===== src/rtl/gf8_reduce_acc_if.sv =====
// Purpose: handshake/bus bundle for gf8_reduce_acc (product beats in, field element out).
// Latency: n/a (wires only).
// Backpressure: in_ready / out_ready carry valid-ready flow control in each direction.
//
// Signals:
//   in_valid/in_ready  product beat handshake
//   in_lo[6:0]         product coefficients x^0..x^6
//   in_hi[7:0]         product coefficients x^7..x^14 (bit0 = x^7)
//   in_last            last beat of a frame
//   out_valid/out_ready result handshake
//   out_data[7:0]      reduced (accumulated) field element
//   out_ovf            frame exceeded MAX_BEATS, qualified by out_valid
// Modports: master = producer of beats / consumer of results, slave = the reduce stage.
interface gf8_reduce_acc_if;
    logic       in_valid;
    logic       in_ready;
    logic [6:0] in_lo;
    logic [7:0] in_hi;
    logic       in_last;
    logic       out_valid;
    logic       out_ready;
    logic [7:0] out_data;
    logic       out_ovf;

    modport master (
        output in_valid, in_lo, in_hi, in_last, out_ready,
        input  in_ready, out_valid, out_data, out_ovf
    );

    modport slave (
        input  in_valid, in_lo, in_hi, in_last, out_ready,
        output in_ready, out_valid, out_data, out_ovf
    );
endinterface


===== src/rtl/gf8_reduce_acc.sv =====
// Purpose: reduce a 15-coefficient carry-less product modulo POLY, optionally XOR-accumulate per frame.
// Latency: beat captured into S1 on its accept edge, result on out_valid after the next edge; 1 beat/clk.
// Backpressure: only a last beat waits on a held output; in_ready drops once S1 is occupied and stalled.
//
// Ports:
//   clk    rising-edge clock
//   rst_n  synchronous active-low reset (all state cleared, in_ready low while asserted)
//   bus    gf8_reduce_acc_if.slave: in_valid/in_ready/in_lo/in_hi/in_last, out_valid/out_ready/out_data/out_ovf
// Build option: define GF8_ACC_EN for frame accumulation (in_last delimits frames, out_ovf flags
// frames longer than MAX_BEATS). Without it every beat is its own result, in_last is ignored and
// out_ovf is constant 0.
module gf8_reduce_acc #(
    parameter logic [8:0] POLY      = 9'h11B,
    parameter int          MAX_BEATS = 16
) (
    input  logic          clk,
    input  logic          rst_n,
    gf8_reduce_acc_if.slave bus
);

    // Elaboration-time sanity on the configuration.
    if (POLY[8] != 1'b1) begin : g_bad_poly
        $error("gf8_reduce_acc: POLY bit 8 must be set");
    end
    if (MAX_BEATS < 1) begin : g_bad_beats
        $error("gf8_reduce_acc: MAX_BEATS must be at least 1");
    end

    // Long division by POLY, top coefficient first, leaving the 8-bit remainder.
    function automatic logic [7:0] gf_reduce(input logic [14:0] prod);
        logic [14:0] p;
        p = prod;
        for (int i = 14; i >= 8; i--) begin
            if (p[i]) begin
                p = p ^ (15'(POLY) << (i - 8));
            end
        end
        return p[7:0];
    endfunction

    logic       ready_en;     // low through reset so nothing is accepted until the first clean edge
    logic       s1_valid;
    logic       s1_last;
    logic [7:0] s1_data;
    logic       out_valid_q;
    logic [7:0] out_data_q;

    logic       beat_last;
    logic       in_rdy;
    logic       in_fire;
    logic       out_fire;
    logic       s1_adv;
    logic [7:0] result;

`ifdef GF8_ACC_EN
    assign beat_last = bus.in_last;
`else
    // Every beat closes its own frame.
    assign beat_last = bus.in_last | 1'b1;
`endif

    // A non-last beat only folds into the accumulator, so it never waits on the output register.
    assign s1_adv   = s1_valid && (!s1_last || !out_valid_q || bus.out_ready);
    assign in_rdy   = ready_en && (!s1_valid || s1_adv);
    assign in_fire  = bus.in_valid && in_rdy;
    assign out_fire = out_valid_q && bus.out_ready;

    assign bus.in_ready  = in_rdy;
    assign bus.out_valid = out_valid_q;
    assign bus.out_data  = out_data_q;

    // S1: reduced product plus frame-end flag.
    always_ff @(posedge clk) begin
        if (!rst_n) begin
            ready_en <= 1'b0;
            s1_valid <= 1'b0;
            s1_last  <= 1'b0;
            s1_data  <= 8'h00;
        end else begin
            ready_en <= 1'b1;
            if (in_fire) begin
                s1_valid <= 1'b1;
                s1_last  <= beat_last;
                s1_data  <= gf_reduce({bus.in_hi, bus.in_lo});
            end else if (s1_adv) begin
                s1_valid <= 1'b0;
            end
        end
    end

`ifdef GF8_ACC_EN
    localparam int CW = $clog2(MAX_BEATS + 1);

    logic [7:0]    acc;
    logic [CW-1:0] cnt;
    logic [CW:0]   cnt_inc;
    logic          cnt_ovf;
    logic          out_ovf_q;

    // cnt_inc is one bit wider so a saturated count still compares past MAX_BEATS.
    assign cnt_inc = {1'b0, cnt} + (CW + 1)'(1);
    assign cnt_ovf = cnt_inc > (CW + 1)'(MAX_BEATS);
    assign result  = acc ^ s1_data;

    assign bus.out_ovf = out_ovf_q;

    always_ff @(posedge clk) begin
        if (!rst_n) begin
            acc       <= 8'h00;
            cnt       <= '0;
            out_ovf_q <= 1'b0;
        end else begin
            if (s1_adv) begin
                if (s1_last) begin
                    acc <= 8'h00;
                    cnt <= '0;
                end else begin
                    acc <= result;
                    cnt <= cnt_ovf ? CW'(MAX_BEATS) : cnt_inc[CW-1:0];
                end
            end
            if (s1_adv && s1_last) begin
                out_ovf_q <= cnt_ovf;
            end else if (out_fire) begin
                out_ovf_q <= 1'b0;
            end
        end
    end
`else
    assign result      = s1_data;
    assign bus.out_ovf = 1'b0;
`endif

    // S2: result register. A new frame result may load on the same edge the old one leaves.
    always_ff @(posedge clk) begin
        if (!rst_n) begin
            out_valid_q <= 1'b0;
            out_data_q  <= 8'h00;
        end else begin
            if (s1_adv && s1_last) begin
                out_valid_q <= 1'b1;
                out_data_q  <= result;
            end else if (out_fire) begin
                out_valid_q <= 1'b0;
            end
        end
    end

endmodule

===== src/flat_wrapper.sv =====
// flat-port wrapper written by rule: the top's interface ports become plain ports
module gf8_reduce_acc_flat 
#(
    parameter logic [8:0] POLY      = 9'h11B,
    parameter int          MAX_BEATS = 16
)
  (clk, rst_n, bus_in_valid, bus_in_lo, bus_in_hi, bus_in_last, bus_out_ready, bus_in_ready, bus_out_valid, bus_out_data, bus_out_ovf);
  gf8_reduce_acc_if bus_i ();
  input  logic clk;
  input  logic rst_n;
  input wire logic [$bits(bus_i.in_valid)-1:0] bus_in_valid;
  input wire logic [$bits(bus_i.in_lo)-1:0] bus_in_lo;
  input wire logic [$bits(bus_i.in_hi)-1:0] bus_in_hi;
  input wire logic [$bits(bus_i.in_last)-1:0] bus_in_last;
  input wire logic [$bits(bus_i.out_ready)-1:0] bus_out_ready;
  output wire logic [$bits(bus_i.in_ready)-1:0] bus_in_ready;
  output wire logic [$bits(bus_i.out_valid)-1:0] bus_out_valid;
  output wire logic [$bits(bus_i.out_data)-1:0] bus_out_data;
  output wire logic [$bits(bus_i.out_ovf)-1:0] bus_out_ovf;
  assign bus_i.in_valid = bus_in_valid;
  assign bus_i.in_lo = bus_in_lo;
  assign bus_i.in_hi = bus_in_hi;
  assign bus_i.in_last = bus_in_last;
  assign bus_i.out_ready = bus_out_ready;
  assign bus_in_ready = bus_i.in_ready;
  assign bus_out_valid = bus_i.out_valid;
  assign bus_out_data = bus_i.out_data;
  assign bus_out_ovf = bus_i.out_ovf;
  gf8_reduce_acc #(.POLY(POLY), .MAX_BEATS(MAX_BEATS)) u_core (.clk(clk), .rst_n(rst_n), .bus(bus_i));
endmodule

===== config.mk =====
export PLATFORM = sky130hd
export DESIGN_NAME = gf8_reduce_acc_flat
export DESIGN_NICKNAME = d
export VERILOG_FILES = /design/src/rtl/gf8_reduce_acc_if.sv /design/src/rtl/gf8_reduce_acc.sv /design/src/flat_wrapper.sv
export SDC_FILE = /design/constraint.sdc
export NUM_CORES = 1
export LEC_CHECK = 0
export BUFFER_PORTS_ARGS = -buffer_cell sky130_fd_sc_hd__buf_2
export CAP_MARGIN = 5
export CELL_PAD_IN_SITES_DETAIL_PLACEMENT = 0
export CELL_PAD_IN_SITES_GLOBAL_PLACEMENT = 2
export CORE_MARGIN = 4
export CORE_UTILIZATION = 33
export CTS_BUF_LIST = sky130_fd_sc_hd__clkbuf_8
export CTS_CLUSTER_SIZE = 20
export DETAILED_ROUTE_END_ITERATION = 10
export PLACE_DENSITY_LB_ADDON = 0.2
export SLEW_MARGIN = 20
export SYNTH_ARGS = -nofsm -noshare
export SYNTH_HDL_FRONTEND = slang
export SYNTH_SLANG_ARGS = --single-unit

===== constraint.sdc =====
create_clock -name clk -period 3.35 [get_ports clk]
set_clock_uncertainty 0.05 [all_clocks]
set_input_delay 0.335 -clock clk [delete_from_list [all_inputs] [get_ports clk]]
set_output_delay 0.335 -clock clk [all_outputs]
set_load 0.05 [all_outputs]

### Word level (Yosys, flattened, before mapping)

Index checks and enable logic that the tools add are counted.

* flip-flop bits (word level): 20
* latch bits: 0
* RAM bits: 0
* bits in read-only memories: 0
* input port bits: 20
* logic and storage cells: 50
* memories: 0

* add/subtract/negate cells: 0
* multipliers: 0
* divide/modulo/power cells: 0
* $lt $le $gt $ge: 0
* equality and inequality tests: 0
* shifts and indexed selects: 0
* muxes and demuxes: 24
* bitwise logic cells: 7
* reduce and logical (&&, ||, !) cells: 13

Operators by type and width (number)
* $mux W11: 3
* $mux W10: 3
* $mux W14: 2
* $not A4 Y4: 7
* $mux W9: 3
* $mux W13: 2
* $mux W12: 2
* $mux W8: 1
* $mux W7: 1
* $mux W6: 1
* $logic_and A1 B1 Y1: 5
* $mux W1: 5
* $mux W5: 1
* $reduce_bool A2 Y1: 2
* $logic_not A1 Y1: 3
* $logic_or A1 B1 Y1: 3

### Longest topological paths before layout

Gate-level depths: netlist of the first run.

* word-level depth: 31
* depth in mapped cells: 4
* gate-level depth less buffers: 3

### Worst setup path before layout of the first run

Ideal clock, no wire load.

* path kind: reg2out
* start: reg u_core.out_valid_q (netlist: u_core.bus.out_valid)
* end: out bus_in_ready
* arrival: 1357 ps
* data required time: 2965 ps
* path slack: 1608 ps
* stages on the path, launching flop included: 3
* buffers on the path: 0
* cells stage by stage: dfxtp_1 -> nand4b_1 -> and2_1

* longest elaborated chain between the ends: 6

Ends and longest elaborated chain
* start, declared: RTL line gf8_reduce_acc.sv:45 `logic out_valid_q;`
* start signal, assigned: RTL line gf8_reduce_acc.sv:137 `out_valid_q <= 1'b0;`
* start signal, assigned: RTL line gf8_reduce_acc.sv:141 `out_valid_q <= 1'b1;`
* start signal, assigned: RTL line gf8_reduce_acc.sv:144 `out_valid_q <= 1'b0;`
* $logic_not A1 Y1: RTL line gf8_reduce_acc.sv:63 `assign s1_adv = s1_valid && (!s1_last || !out_valid_q || bus.out_ready);`
* $logic_or A1 B1 Y1 (2 in series): RTL line gf8_reduce_acc.sv:63
* $logic_and A1 B1 Y1: RTL line gf8_reduce_acc.sv:63
* $logic_or A1 B1 Y1: RTL line gf8_reduce_acc.sv:64 `assign in_rdy = ready_en && (!s1_valid || s1_adv);`
* $logic_and A1 B1 Y1: RTL line gf8_reduce_acc.sv:64
* end, declared: RTL line flat_wrapper.sv:16 `output wire logic [$bits(bus_i.in_ready)-1:0] bus_in_ready;`

No other way between the ends.

### Worst setup path in the final report of the first run

Same ends and word-level chain as after synthesis.

==> results_tabular.tex, run 1 <==
\begin{tabular}{lr}
\hline
Metric & Value \\
\hline
\multicolumn{2}{l}{\textbf{Final layout}} \\
Ratio of cells with drive above 1 in the final layout & 0.268 \\
P\&R area growth vs syn & 21.1\% \\
Number of filler instances in the final layout & about 300 \\
Final-stage net count & approximately 150 \\
Ant. Diodes & 0 \\
\multicolumn{2}{l}{\textbf{Synthesis}} \\
Ys Warns & 0 \\
Post-synthesis share of cell area spent on and, or, nand and nor gates & 0.106 \\
Portion of netlist area occupied by mux cells & 0 \\
Cell type with the largest total area after synthesis & sky130\_fd\_sc\_hd\_\_dfxtp\_1 \\
Complex-gate fraction of the synthesized area & 0.188 \\
Top\_reg\_cell synth & sky130\_fd\_sc\_hd\_\_dfxtp\_1 \\
Nets in the synthesized netlist & 121 \\
Post-synthesis share of cell area spent on full adders, half adders and majority gates & 0 \\
Register area share after synthesis & 0.409 \\
Mean post-synth cell area & between 9 and 10 um2 \\
Number of storage elements in the synthesis netlist & 20 \\
Number of library cell types mapped by synthesis & 23 \\
Main area contributors after synthesis & sky130\_fd\_sc\_hd\_\_dfxtp\_1 41\%, sky130\_fd\_sc\_hd\_\_xnor3\_1 9.2\%, sky130\_fd\_sc\_hd\_\_xnor2\_1 9.0\%, sky130\_fd\_sc\_hd\_\_a21oi\_1 8.2\%, sky130\_fd\_sc\_hd\_\_nand3\_1 4.6\% \\
Most used standard cell by instance count after synthesis & sky130\_fd\_sc\_hd\_\_dfxtp\_1 \\
Post-Syn Area & approximately 980 um2 \\
Fraction of registers with async set/reset & 0 \\
Number of cells produced by synthesis & between 100 and 150 \\
Number of synthesized flops with an enable pin & 0 \\
Dominant combinational cell family by area after synthesis & XOR/XNOR gates \\
XOR/XNOR Fraction of Synth Area & 0.261 \\
Area share of the largest cell type after synthesis & 0.409 \\
Leading post-synthesis cells by instance count & 20 x sky130\_fd\_sc\_hd\_\_dfxtp\_1, 16 x sky130\_fd\_sc\_hd\_\_a21oi\_1, 10 x sky130\_fd\_sc\_hd\_\_xnor2\_1 \\
\multicolumn{2}{l}{\textbf{Clock tree}} \\
CTS buffer count & 3 \\
Total of hold buffers inserted after clock tree synthesis & 0 \\
CTS H-Tree Depth & 1 \\
Buffers inserted during post-CTS setup optimization & 0 \\
CTS tree & built \\
Latest clock arrival within the worst-skew pair & about 0.26 ns \\
Post-cts repair resize count & 0 \\
Root Buffer Master & sky130\_fd\_sc\_hd\_\_clkbuf\_8 \\
Clock transition at the registers of the reported paths & 0.07 ns \\
Buffers from clock root to sink, at most & 2 \\
TritonCTS sink count & 20 \\
\multicolumn{2}{l}{\textbf{Floorplan}} \\
Effective utilization at floorplan & 0.349 \\
Die ar. & a little under 0.004 mm2 \\
Die span in y & between 60 and 70 um \\
Placeable core region & $\sim$0.0028 mm2 \\
I/O pins & 31 \\
Chip Width & 62.5 um \\
Cell Rows & 19 \\
\multicolumn{2}{l}{\textbf{Drt}} \\
Total DRC errors in the routed layout & 0 \\
Total Routed Length & 2210 um \\
Drt first-iter violations & 22 \\
Number of vias per cell after detailed routing & a little over 5 \\
Drt pass-1 iters & 4 \\
Final routed wire length divided by cell count & around 14 um \\
Number of nets with antenna violations after routing & 0 \\
Detailed-route via count & roughly 810 \\
\multicolumn{2}{l}{\textbf{Global routing}} \\
Overflow left after global routing & 0 \\
Largest net degree at the start of global routing & 16 \\
Vias in the first global route & between 800 and 900 \\
First-pass GRT wire length & 3950 um \\
Antenna violations before repair & 0 \\
Global-route usage over all layers & 0.126 \\
\multicolumn{2}{l}{\textbf{Timing}} \\
Achievable Freq & between 500 and 600 MHz \\
RSZ-0062 raised after global routing & no \\
Total setup violations reported at the end of the flow & 0 \\
Final-layout setup total negative slack & 0 ns \\
Relative max-transition margin & 0.556 \\
Min Tclk post-route & around 1.8 ns \\
Share of the clock period used by the worst path after layout & 0.551 \\
Hold Violations, Final & 0 \\
Slew of the pin with the lowest slew margin & 0.666 ns \\
Final setup slack of the worst path & $\sim$1.5 ns \\
Fin. max-slew vios & 0 \\
\multicolumn{2}{l}{\textbf{Worst setup path}} \\
Cell with the largest stage delay on the worst path & sky130\_fd\_sc\_hd\_\_dfxtp\_1 \\
Cell family contributing the most delay on the critical path & simple AND/OR/NAND/NOR gates \\
Arrival time at the worst endpoint & 1.46 ns \\
Setup crit start kind & register \\
Largest stage delay on the critical path & 0.37 ns \\
Worst-path fanout max & 8 \\
Type of the worst setup path & register to output port \\
Data required time of the critical path & 2.96 ns \\
Endpoint type of the worst setup path & output port \\
Count of buffering cells on the critical path with inverters included & 1 \\
Ordered list of cells on the worst path & nand4b\_1 -> and2\_1 -> buf\_2 \\
\multicolumn{2}{l}{\textbf{Place}} \\
Number of port buffers & 28 \\
Post-DP HPWL & roughly 1700 um \\
RD Place Congestion & about 0.7 \\
Post-Place Setup Slack & between 1.5 and 2 ns \\
\multicolumn{2}{l}{\textbf{Power}} \\
Power per Cell Area & around 450 mW/mm2 \\
Leak Pwr & just over 0.5 nW \\
Worst-case vdd ir drop & approximately 0.24 mV \\
\multicolumn{2}{l}{\textbf{Run status}} \\
Outcome & complete, no violations \\
\multicolumn{2}{l}{\textbf{Min path}} \\
Kind of path behind the tightest hold check & primary input to register \\
\multicolumn{2}{l}{\textbf{Job}} \\
Max cap viols & 0 \\
\hline
\end{tabular}
==> layer usage <==
layer / vias to the layer above / wire length (um) / global-route usage
met5: - / 0 / 0
met4: 0 / 28 / 0.0413
met3: 4 / 105 / 0.0432
met2: 14 / 1070 / 0.210
met1: 386 / 1010 / 0.151
li1: 405 / - / -
==> kinds of logic after synthesis <==
kind of cell              after synthesis
AOI/OAI and AO/OA                      33
xor gates and xnor gates               20
buffers and inverters                   7
DFF                                    20
other                                   1
and+or+nand+nor                        20
==> flip-flops by register name, summed over array words and instances, names as in the netlist <==
name / cells
u_core.bus.out_data: 8
u_core.result: 8
u_core.bus.out_valid: 1
u_core.ready_en: 1
u_core.s1_last: 1
u_core.s1_valid: 1
==> where the power goes <==
part	total, W	switching [W]	internal (W)
Clock	0.000181	0.0000760	0.000105
Combinational	0.0000995	0.0000464	0.0000531
Sequential	0.000255	0.00000596	0.000249
Total	0.000535	0.000128	0.000406
==> placed cells by master, fill, tap and decap left out <==
| cell | count |
|---|---|
| sky130_fd_sc_hd__buf_2 | 28 |
| sky130_fd_sc_hd__dfxtp_1 | 20 |
| sky130_fd_sc_hd__a21oi_1 | 16 |
| sky130_fd_sc_hd__xnor2_1 | 10 |
| sky130_fd_sc_hd__nand3_1 | 9 |
| sky130_fd_sc_hd__o21ai_0 | 8 |
| sky130_fd_sc_hd__nand2_1 | 5 |
| sky130_fd_sc_hd__a211oi_1 | 5 |
| sky130_fd_sc_hd__xnor3_1 | 4 |
| sky130_fd_sc_hd__xor2_1 | 4 |
| sky130_fd_sc_hd__clkbuf_8 | 4 |
| sky130_fd_sc_hd__and2_1 | 3 |
| sky130_fd_sc_hd__o22ai_1 | 3 |
| sky130_fd_sc_hd__nand4b_1 | 1 |
| sky130_fd_sc_hd__nor2b_1 | 1 |
| sky130_fd_sc_hd__xor2_2 | 1 |
| sky130_fd_sc_hd__inv_1 | 1 |
| sky130_fd_sc_hd__nand2b_1 | 1 |
| sky130_fd_sc_hd__xnor3_4 | 1 |
| sky130_fd_sc_hd__o21a_1 | 1 |
| sky130_fd_sc_hd__conb_1 | 1 |
==> area by class of cell <==
| cell class | count | area, um2 | area share |
|---|---|---|---|
| tap | 31 | 38.8 | 0.0327 |
| sequential | 20 | 400 | 0.338 |
| timing repair buffer | 28 | 140 | 0.118 |
| multi-input combinational | 74 | 547 | 0.461 |
| inverter | 1 | 3.75 | 0.00317 |
| clock buffer | 4 | 55.1 | 0.0465 |
==> metrics by stage <==
step	util	power (W)	hold slack (ns)	instances	area [um2]
after floorplan	-	0.000335	0.313	101	978
after global placement	0.403	0.000360	0.414	154	1130
after detailed placement	0.403	0.000361	0.417	154	1130
after CTS	0.422	0.000545	0.221	158	1180
after global routing	0.422	0.000565	0.231	158	1180
final	0.422	0.000535	0.235	158	1180
==> path summary, 6_finish.rpt <==
path,startpoint,endpoint,slack [ns],cells after the start
setup / recovery,u_core.bus.out_valid,bus_in_ready,1.50,3
setup reg to reg,u_core.bus.out_valid,u_core.result[5],1.70,3
hold / removal,rst_n,u_core.ready_en,0.24,1
hold reg to reg,u_core.result[5],u_core.bus.out_data[5],0.42,2
Note: power is estimated with default switching activity, not from simulation.
==> run 2, diff against run 1 <==
Settings changed: CORE_UTILIZATION 33 to 31.
Clock period 3.35 ns to 1.7 ns, I/O delays scaled along.
==> run 2 against run 1 <==
  * Combinational power up 98%
  * Wire length fell by 4.5%
  * Die area up 5.6%
  * Sequential power is 97% higher
  * Cell count grew 10%
  * First-iteration DRC count down 27%
  * Sequential share of layout area fell by 0.90 points
  * Count of clock-buffer cells in the layout fell by 1
  * Critical path type unchanged
==> results_tabular.tex, run 2 (synthesis results as in run 1) <==
\begin{tabular}{lr}
\hline
Metric & Value \\
\hline
\multicolumn{2}{l}{\textbf{Run status}} \\
Outcome & complete, no violations \\
\multicolumn{2}{l}{\textbf{Place}} \\
Post-DP HPWL & 1720 um (+2.7\%) \\
Number of port buffers & 28 (unchanged) \\
Cell area after placement & 0.00118 mm2 (+4.1\%) \\
RD Place Congestion & 0.670 (-1.5\%) \\
\multicolumn{2}{l}{\textbf{Floorplan}} \\
Die span in y & 64.2 um (+2.8\%) \\
I/O pins & 31 (unchanged) \\
Die ar. & 0.00412 mm2 (+5.6\%) \\
Effective utilization at floorplan & 0.323 (-0.0257) \\
Chip Width & 64.2 um (+2.8\%) \\
Placeable core region & 0.00303 mm2 (+7.9\%) \\
Cell Rows & 20 (+1) \\
\multicolumn{2}{l}{\textbf{Timing}} \\
Achievable Freq & 744 MHz \\
Final-layout setup total negative slack & 0 ns (unchanged) \\
Min Tclk post-route & around 1.3 ns \\
Hold Violations, Final & 0 (unchanged) \\
RSZ-0062 raised after global routing & no \\
Total setup violations reported at the end of the flow & 0 (unchanged) \\
Share of the clock period used by the worst path after layout & 0.790 \\
Fin. max-slew vios & 0 (unchanged) \\
\multicolumn{2}{l}{\textbf{Final layout}} \\
Leading cell types in the layout, fill and taps excluded & 28 x sky130\_fd\_sc\_hd\_\_buf\_2, 20 x sky130\_fd\_sc\_hd\_\_dfxtp\_1, 16 x sky130\_fd\_sc\_hd\_\_a21oi\_1 \\
Ant. Diodes & 0 (unchanged) \\
Number of filler instances in the final layout & 315 (+3.6\%) \\
Ratio of cells with drive above 1 in the final layout & 0.285 (+0.0169) \\
Combined flip-flop and latch cell area & 400 um2 (unchanged) \\
Final-stage net count & 152 (+2.7\%) \\
P\&R area growth vs syn & 24.4\% \\
Area taken by multi-input logic gates & 547 um2 (unchanged) \\
End-of-flow core utilization & 0.402 (-0.0203) \\
Finished layout cell area & 0.00122 mm2 (+2.7\%) \\
Commonest non-fill, non-tap cell in the layout & sky130\_fd\_sc\_hd\_\_buf\_2 \\
\multicolumn{2}{l}{\textbf{Global routing}} \\
Largest net degree at the start of global routing & 16 (unchanged) \\
Global Route met2 Usage & 0.200 (-0.0104) \\
First-pass GRT wire length & 3600 um (-8.9\%) \\
Global routing's busiest layer & met2 \\
Met1 global-route usage & 0.128 (-0.0233) \\
Antenna violations before repair & 0 (unchanged) \\
Overflow left after global routing & 0 (unchanged) \\
GR Util met3 & 0.0387 (-0.00450) \\
Vias in the first global route & 830 (-4.9\%) \\
Global-route usage over all layers & 0.110 (-0.0164) \\
\multicolumn{2}{l}{\textbf{Clock tree}} \\
CTS H-Tree Depth & 1 (unchanged) \\
CTS buffer count & 3 (unchanged) \\
Buffers from clock root to sink, at most & 2 (unchanged) \\
Clock transition at the registers of the reported paths & 0.07 ns (about the same) \\
Total of hold buffers inserted after clock tree synthesis & 0 (unchanged) \\
Post-cts repair resize count & 0 (unchanged) \\
Buffers inserted during post-CTS setup optimization & 0 (unchanged) \\
Root Buffer Master & sky130\_fd\_sc\_hd\_\_clkbuf\_8 \\
CTS tree & built \\
Latest clock arrival within the worst-skew pair & 0.25 ns (about the same) \\
TritonCTS sink count & 20 (unchanged) \\
\multicolumn{2}{l}{\textbf{Drt}} \\
Total Routed Length & 2110 um (-4.5\%) \\
Detailed-route via count & 800 (-1.1\%) \\
Drt first-iter violations & 16 (-27\%) \\
Total DRC errors in the routed layout & 0 (unchanged) \\
Drt pass-1 iters & 4 (unchanged) \\
Number of nets with antenna violations after routing & 0 (unchanged) \\
Number of vias per cell after detailed routing & 4.60 (-10\%) \\
Final routed wire length divided by cell count & 12.1 um (-13\%) \\
\multicolumn{2}{l}{\textbf{Min path}} \\
Hold Path Origin & rst\_n \\
Kind of path behind the tightest hold check & primary input to register \\
Cell depth of the worst min-delay path & 1 (unchanged) \\
Worst Hold Path EP & u\_core.ready\_en \\
\multicolumn{2}{l}{\textbf{Worst setup path}} \\
Setup crit start kind & register \\
Ordered list of cells on the worst path & nand4b\_1 -> and2\_1 -> buf\_2 \\
Cell with the largest stage delay on the worst path & sky130\_fd\_sc\_hd\_\_dfxtp\_1 \\
Arrival time at the worst endpoint & 1.12 ns (-0.34 ns) \\
Launch point of the worst reg-to-reg path & u\_core.bus.out\_valid \\
Largest stage delay on the critical path & 0.37 ns (about the same) \\
Data required time of the critical path & 1.48 ns (-1.48 ns) \\
Endpoint of the lowest-slack register-to-register path & u\_core.result[7] \\
Type of the worst setup path & register to output port \\
Register-to-register setup slack & 0.59 ns (-1.11 ns) \\
Endpoint type of the worst setup path & output port \\
Worst-path fanout max & 4 (-4) \\
Depth of the worst register-to-register path & 4 (+1) \\
\multicolumn{2}{l}{\textbf{Job}} \\
Max cap viols & 0 (unchanged) \\
\multicolumn{2}{l}{\textbf{Power}} \\
Worst-case vdd ir drop & 0.675 mV (+180\%) \\
Leak Pwr & 0.517 nW (+2.6\%) \\
Power per Cell Area & 819 mW/mm2 (+81\%) \\
\hline
\end{tabular}
[run 2: critical path, delay by kind of cell, from the launching register on]
| family | cells | cell delay (ns) |
|---|---|---|
| DFF | 1 | 0.37 |
| and+or+nand+nor | 2 | 0.31 |
| buffers and inverters | 1 | 0.20 |
[run 2: stage by stage]
step	hold WS, ns	setup WS [ns]	cells	power [W]
finish	0.0655	0.356	174	0.000997
global route	0.0671	0.253	174	0.00106
CTS	0.0594	0.332	174	0.00101
detailed placement	0.322	0.360	171	0.000714
global placement	0.321	0.378	171	0.000713
floorplan	0.148	0.120	101	0.000659
[run 2: worst max path at each step]
stage / slack [ns] / endpoint / from
floorplan: 0.12 / u_core.result[7] / u_core.bus.out_valid
global placement: 0.38 / u_core.result[3] / bus_in_hi[7]
detailed placement: 0.36 / u_core.result[3] / bus_in_hi[7]
CTS: 0.33 / bus_in_ready / u_core.s1_last
global route: 0.25 / bus_in_ready / u_core.s1_last
finish: 0.36 / bus_in_ready / u_core.s1_last
[run 2: final cells by class]
cell class	instances	area share
timing repair buffer	32	0.140
multi-input combinational	74	0.449
clock buffer	3	0.0339
sequential	20	0.329
tap	44	0.0452
inverter	1	0.00308
[run 2: layer usage]
layer | vias to the layer above | wire (um) | part of all wire
met5 | - | 0 | 0
met4 | 0 | 0 | 0
met3 | 0 | 71 | 0.034
met2 | 9 | 1090 | 0.52
met1 | 382 | 948 | 0.45
li1 | 409 | - | -
[run 2: power by group]
group	leakage (nW)	internal (W)	switching [W]
logic	0.332	0.000107	0.0000905
clock network	0.0216	0.000157	0.000139
registers	0.163	0.000490	0.0000126
